`src/rtl/sysreg_access_ctrl.sv`:
```
// sysreg_access_ctrl
//   Sequences every system-register access. MFS reads (Read stage) and MTS
//   writes (Writeback) are arbitrated round-robin onto the single sysreg
//   port. Privilege is checked before issue. A level req/ack handshake with
//   a timeout runs on the sysreg port, and exactly one response is returned
//   per accepted request. Only one transaction is in flight at a time.
//
// Ports
//   clk, rst                     clock, synchronous active-high reset
//   cur_plevel                   current core privilege level
//   rd_req_*                     MFS request (valid/ready, group, regnum, plevel, tag)
//   wr_req_*                     MTS request (valid/ready, group, regnum, plevel, data)
//   sreg_en/we/group/regnum/
//   sreg_plevel/wdata            sysreg access request, held while en=1
//   sreg_ack/err/rdata           sysreg completion, err/rdata qualified by ack
//   rsp_valid/ready              response handshake
//   rsp_is_wr/tag/data/fault     response payload (fault: 0 ok, 1 priv, 2 bus, 3 timeout)
//   busy                         controller is not idle; stalls the Read stage
module sysreg_access_ctrl #(
    parameter int REG_WIDTH   = 64,
    parameter int TAG_WIDTH   = 5,
    parameter int TIMEOUT_CYC = 15
) (
    input  logic                 clk,
    input  logic                 rst,
    input  logic [1:0]           cur_plevel,
    input  logic                 rd_req_valid,
    output logic                 rd_req_ready,
    input  logic [4:0]           rd_req_group,
    input  logic [2:0]           rd_req_regnum,
    input  logic [1:0]           rd_req_plevel,
    input  logic [TAG_WIDTH-1:0] rd_req_tag,
    input  logic                 wr_req_valid,
    output logic                 wr_req_ready,
    input  logic [4:0]           wr_req_group,
    input  logic [2:0]           wr_req_regnum,
    input  logic [1:0]           wr_req_plevel,
    input  logic [REG_WIDTH-1:0] wr_req_data,
    output logic                 sreg_en,
    output logic                 sreg_we,
    output logic [4:0]           sreg_group,
    output logic [2:0]           sreg_regnum,
    output logic [1:0]           sreg_plevel,
    output logic [REG_WIDTH-1:0] sreg_wdata,
    input  logic                 sreg_ack,
    input  logic                 sreg_err,
    input  logic [REG_WIDTH-1:0] sreg_rdata,
    output logic                 rsp_valid,
    input  logic                 rsp_ready,
    output logic                 rsp_is_wr,
    output logic [TAG_WIDTH-1:0] rsp_tag,
    output logic [REG_WIDTH-1:0] rsp_data,
    output logic [1:0]           rsp_fault,
    output logic                 busy
);

    localparam int CNT_W = (TIMEOUT_CYC > 1) ? $clog2(TIMEOUT_CYC) : 1;

    localparam logic [1:0] FAULT_OK      = 2'd0;
    localparam logic [1:0] FAULT_PRIV    = 2'd1;
    localparam logic [1:0] FAULT_BUS     = 2'd2;
    localparam logic [1:0] FAULT_TIMEOUT = 2'd3;

    typedef enum logic [1:0] {IDLE, REQ, RESP} state_t;
    typedef enum logic {RR_RD, RR_WR} side_t;

    state_t               state, state_next;
    side_t                rr_last;
    logic [CNT_W-1:0]     cnt;
    logic [TAG_WIDTH-1:0] tag_q;
    logic                 grant_rd, grant_wr, accept;
    logic [1:0]           sel_plevel;
    logic                 priv_fault, timeout_hit, req_done;

    // Grant only in IDLE; on a tie the side not granted last wins. Reset
    // suppresses grants so nothing is accepted in a cycle that is being dropped.
    // NOTE: every signal assigned in always_comb gets a default first so no latch is inferred.
    always_comb begin
        grant_rd = 1'b0;
        grant_wr = 1'b0;
        if (state == IDLE && !rst) begin
            if (rd_req_valid && (!wr_req_valid || rr_last == RR_WR))
                grant_rd = 1'b1;
            else if (wr_req_valid)
                grant_wr = 1'b1;
        end
    end

    assign rd_req_ready = grant_rd;
    assign wr_req_ready = grant_wr;
    assign accept       = grant_rd | grant_wr;
    assign sel_plevel   = grant_rd ? rd_req_plevel : wr_req_plevel;
    assign priv_fault   = sel_plevel > cur_plevel;
    assign timeout_hit  = cnt == CNT_W'(TIMEOUT_CYC - 1);
    // An ack in the timeout cycle still counts as a normal completion.
    assign req_done     = sreg_ack | timeout_hit;
    assign busy         = state != IDLE;

    always_comb begin
        state_next = state;
        unique case (state)
            IDLE:    if (accept)    state_next = priv_fault ? RESP : REQ;
            REQ:     if (req_done)  state_next = RESP;
            RESP:    if (rsp_ready) state_next = IDLE;
            default:                state_next = IDLE;
        endcase
    end

    // NOTE: sequential state uses non-blocking assignments so all registers update from pre-edge values.
    always_ff @(posedge clk) begin
        if (rst) state <= IDLE;
        else     state <= state_next;
    end

    always_ff @(posedge clk) begin
        if (rst) begin
            rr_last     <= RR_WR;
            cnt         <= '0;
            tag_q       <= '0;
            sreg_en     <= 1'b0;
            sreg_we     <= 1'b0;
            sreg_group  <= '0;
            sreg_regnum <= '0;
            sreg_plevel <= '0;
            sreg_wdata  <= '0;
            rsp_valid   <= 1'b0;
            rsp_is_wr   <= 1'b0;
            rsp_tag     <= '0;
            rsp_data    <= '0;
            rsp_fault   <= FAULT_OK;
        end else begin
            unique case (state)
                IDLE: begin
                    if (accept) begin
                        rr_last <= grant_rd ? RR_RD : RR_WR;
                        tag_q   <= grant_rd ? rd_req_tag : '0;
                        if (priv_fault) begin
                            // Never reaches the sysreg port.
                            rsp_valid <= 1'b1;
                            rsp_is_wr <= grant_wr;
                            rsp_tag   <= grant_rd ? rd_req_tag : '0;
                            rsp_data  <= '0;
                            rsp_fault <= FAULT_PRIV;
                        end else begin
                            sreg_en     <= 1'b1;
                            sreg_we     <= grant_wr;
                            sreg_group  <= grant_rd ? rd_req_group  : wr_req_group;
                            sreg_regnum <= grant_rd ? rd_req_regnum : wr_req_regnum;
                            sreg_plevel <= sel_plevel;
                            sreg_wdata  <= grant_wr ? wr_req_data : '0;
                            cnt         <= '0;
                        end
                    end
                end
                REQ: begin
                    if (req_done) begin
                        sreg_en     <= 1'b0;
                        sreg_we     <= 1'b0;
                        sreg_group  <= '0;
                        sreg_regnum <= '0;
                        sreg_plevel <= '0;
                        sreg_wdata  <= '0;
                        rsp_valid   <= 1'b1;
                        rsp_is_wr   <= sreg_we;
                        rsp_tag     <= tag_q;
                        if (sreg_ack) begin
                            rsp_fault <= sreg_err ? FAULT_BUS : FAULT_OK;
                            rsp_data  <= (!sreg_we && !sreg_err) ? sreg_rdata : '0;
                        end else begin
                            rsp_fault <= FAULT_TIMEOUT;
                            rsp_data  <= '0;
                        end
                    end else begin
                        cnt <= cnt + CNT_W'(1);
                    end
                end
                RESP: begin
                    if (rsp_ready) begin
                        rsp_valid <= 1'b0;
                        rsp_is_wr <= 1'b0;
                        rsp_tag   <= '0;
                        rsp_data  <= '0;
                        rsp_fault <= FAULT_OK;
                    end
                end
                default: ;
            endcase
        end
    end

endmodule

```
`config.mk`:
```
export PLATFORM = sky130hd
export DESIGN_NAME = sysreg_access_ctrl
export DESIGN_NICKNAME = d
export VERILOG_FILES = /design/src/rtl/sysreg_access_ctrl.sv
export SDC_FILE = /design/constraint.sdc
export NUM_CORES = 1
export LEC_CHECK = 0
export BUFFER_PORTS_ARGS = -buffer_cell sky130_fd_sc_hd__buf_2
export CORE_ASPECT_RATIO = 1.25
export CORE_MARGIN = 5
export CORE_UTILIZATION = 49
export DETAILED_ROUTE_END_ITERATION = 10
export PLACE_DENSITY = 0.92
export SYNTH_ARGS = -nofsm -noshare
export SYNTH_HDL_FRONTEND = slang
export SYNTH_SLANG_ARGS = --single-unit
```
`constraint.sdc`:
```
create_clock -name clk -period 7.4 [get_ports clk]
set_input_delay 0.74 -clock clk [delete_from_list [all_inputs] [get_ports clk]]
set_output_delay 0.74 -clock clk [all_outputs]
set_load 0.05 [all_outputs]
```
==> run metrics <==
DRT Pass-1 Iters=4; syn nets=779; Area after DPL=7820 µm²; register area share after synthesis=51.9%; worst skew pair latency=420 ps; Max Root-Sink Buffers=2; Worst-path clk slew=70 ps; Hold Crit Start=rsp_data[49]; Slew Limit Headroom=40.1%; Initial DRC Count=375; Worst R2R Start=state[0]; CTS tree=yes; kind of critical path=register to register; H-Tree Depth=4; syn avg cell area=10.2 µm²; Min Hold Slack=456 ps; WL final=17900 µm; post_cts resized=0; Crit path required time=7740 ps; nets@finish=1072; final setup fails=0; fin crit period=4500 ps; register bit total from synthesis=161; hold_buf cts=0; FF-to-FF path depth=11; RD Place Congestion=0.860; Clk Tree Root Cell=clkbuf_16; die area=15100 µm²; maximum vdd ir drop=0.000231 V; # fillers=996; I/O pin cnt=314; gr usage total=22.6%; layout cells sized above 1=41.0%; area grow syn2layout=35.7%; via/cell ratio=5.22; largest net degree at the start of global routing=77; Initial Util=49.5%; clk_skew=14.8 ps; core area=12500 µm²; postcts setup bufs=0; gr ovfl total=0; largest family of logic cells by synthesized area=compound AO/OA/AOI/OAI gates; post-route cell area=8440 µm²; asr flop ratio synth=0%; Slew Limit Fails=0; die outline height=136 µm; Final Cycle Share=60.8%; min-delay worst type=register to register; drt wl/cell=16.5 µm; clk sinks=161; Total Power=2.86 mW; vias in the first global route=5612; outcome=complete, no violations; post-synthesis adder-cell area fraction=1.61%; antenna cell count=0; vias post-DR=5650; CP Launch Point=state[0]; crit-path max FO=40; Routed Antenna Nets=0; critical path arrival=4840 ps; PwrDens=339 nW/µm²; Die Width=111 µm; P_leak=4.25 nW; antenna violations before repair=1; TritonCTS Buffers=17; maximum clock rate=222 MHz; EDFF count, synth=0; Synth Area in Simple Gates=13.9%; startpoint types=register; Post-Syn Instances=609; hold path depth=2; Port Buffers=313; Final Hold Vio Count=0; drc violations=0; slew of the pin with the lowest slew margin=898 ps; Ys Warns=0; Netlist Area Pre-Place=6220 µm²; Compound-Gate Fraction of Synth Area=14.5%; count of cell types in the netlist=47; top_reg_cell synth=dfxtp_1; dpl hpwl=13300 µm; row count=46; Post-Synth XOR/XNOR Area=0%; first-pass GRT wire length=27500 µm; RSZ-0062 raised after global routing=no; Setup TNS Final=0 ps; endpoint type of the worst setup path=register; post-synthesis mux area share=13.7%; # Max-Cap Violations=0
cells in the mapped netlist, types with 2 or more instances:
library cell,instances,area (µm²)
nor2b_1,11,68.8
or4b_2,6,60.1
nand2b_1,6,37.5
ha_1,8,100
o2bb2ai_1,9,78.8
buf_4,8,60.1
dfxtp_1,161,3220
nor2_1,8,30.0
or2_2,2,12.5
a21oi_1,11,55.1
a21o_1,3,22.5
mux2i_1,75,751
clkbuf_1,17,63.8
a22oi_1,5,37.5
inv_1,8,30.0
nor3_1,2,10.0
nand3_1,12,60.1
mux2_2,9,101
a22o_1,65,569
buf_6,3,33.8
nand4_1,2,12.5
a41o_1,2,20.0
o211ai_1,2,15.0
nand2_1,137,514
buf_2,15,75.1
critical path, cell delays in order (launching register included):
cell	delay, ps
dfxtp_1	330
inv_1	110
ha_1	350
nand3b_1	220
nor2_2	730
mux2_2	430
ha_1	300
nor2b_1	170
o311a_1	360
nand3_4	550
buf_4	590
mux2i_1	250
power breakdown:
part | switching (mW) | internal (mW) | total (mW) | leakage (nW)
sequential | 0.0415 | 0.943 | 0.984 | 1.30
combinational | 0.655 | 0.317 | 0.972 | 2.64
clock | 0.378 | 0.530 | 0.908 | 0.303
path summary, 6_finish.rpt:
check,endpoint,slack [ps]
setup reg to reg,rsp_data[53],2900
hold / removal,rsp_data[49],460
setup / recovery,rsp_data[53],2900
hold reg to reg,rsp_data[49],460
state kept, by name, summed over array words and instances, names as in the netlist:
register,flops
rsp_data,64
sreg_wdata,64
rsp_tag,5
sreg_group,5
tag_q,5
cnt,4
sreg_regnum,3
rsp_fault,2
sreg_plevel,2
state,2
rr_last,1
rsp_is_wr,1
rsp_valid,1
sreg_en,1
sreg_we,1
per-stage QoR:
step / utilization (%) / worst slack (ps) / std cells
floorplan: - / 4070 / 609
global placement: 62.3 / 2670 / 1051
detailed placement: 62.3 / 2550 / 1051
CTS: 67.2 / 2920 / 1083
global route: 67.2 / 2610 / 1083
finish: 67.2 / 2900 / 1083
layer usage:
metal	global-route usage, %	vias up	part of all wire (%)
met1	25.1	2641	40
met4	7.73	2	1.6
met5	0	-	0.073
met2	39.2	249	50
met3	9.08	25	8.8
li1	-	2733	-
layout make-up:
cell class / instances / area, µm² / area share (%)
Tap cell: 168 / 210 / 2.49
Inverter: 9 / 33.8 / 0.400
Sequential cell: 161 / 3220 / 38.2
Clock inverter: 13 / 165 / 1.96
Timing Repair Buffer: 318 / 1600 / 19.0
Multi-Input combinational cell: 395 / 2750 / 32.6
Clock buffer: 19 / 453 / 5.37
logic make-up (layout without fill, tap and decap cells):
| group | Yosys count | in the layout |
|---|---|---|
| flip-flops | 161 | 161 |
| AO/OA/AOI/OAI | 109 | 109 |
| multiplexers | 84 | 84 |
| adder cells (fa/ha/maj) | 8 | 8 |
| buffers and inverters | 53 | 359 |
| AND/OR/NAND/NOR | 194 | 194 |
cell usage in the layout (no fill, tap or decap), types with 3 or more instances in the layout:
cell type,count
buf_2,313
nor2_1,8
o2bb2ai_1,9
clkbuf_16,17
mux2i_1,75
a22oi_1,5
nand2b_1,6
nand3_1,11
a22o_1,65
nand2_1,137
inv_1,8
dfxtp_1,161
inv_8,4
inv_6,4
a21oi_1,11
ha_1,8
or4b_2,6
a21o_1,3
buf_4,5
mux2_2,9
nor2b_1,11
Note: power is estimated with default switching activity, not from simulation.
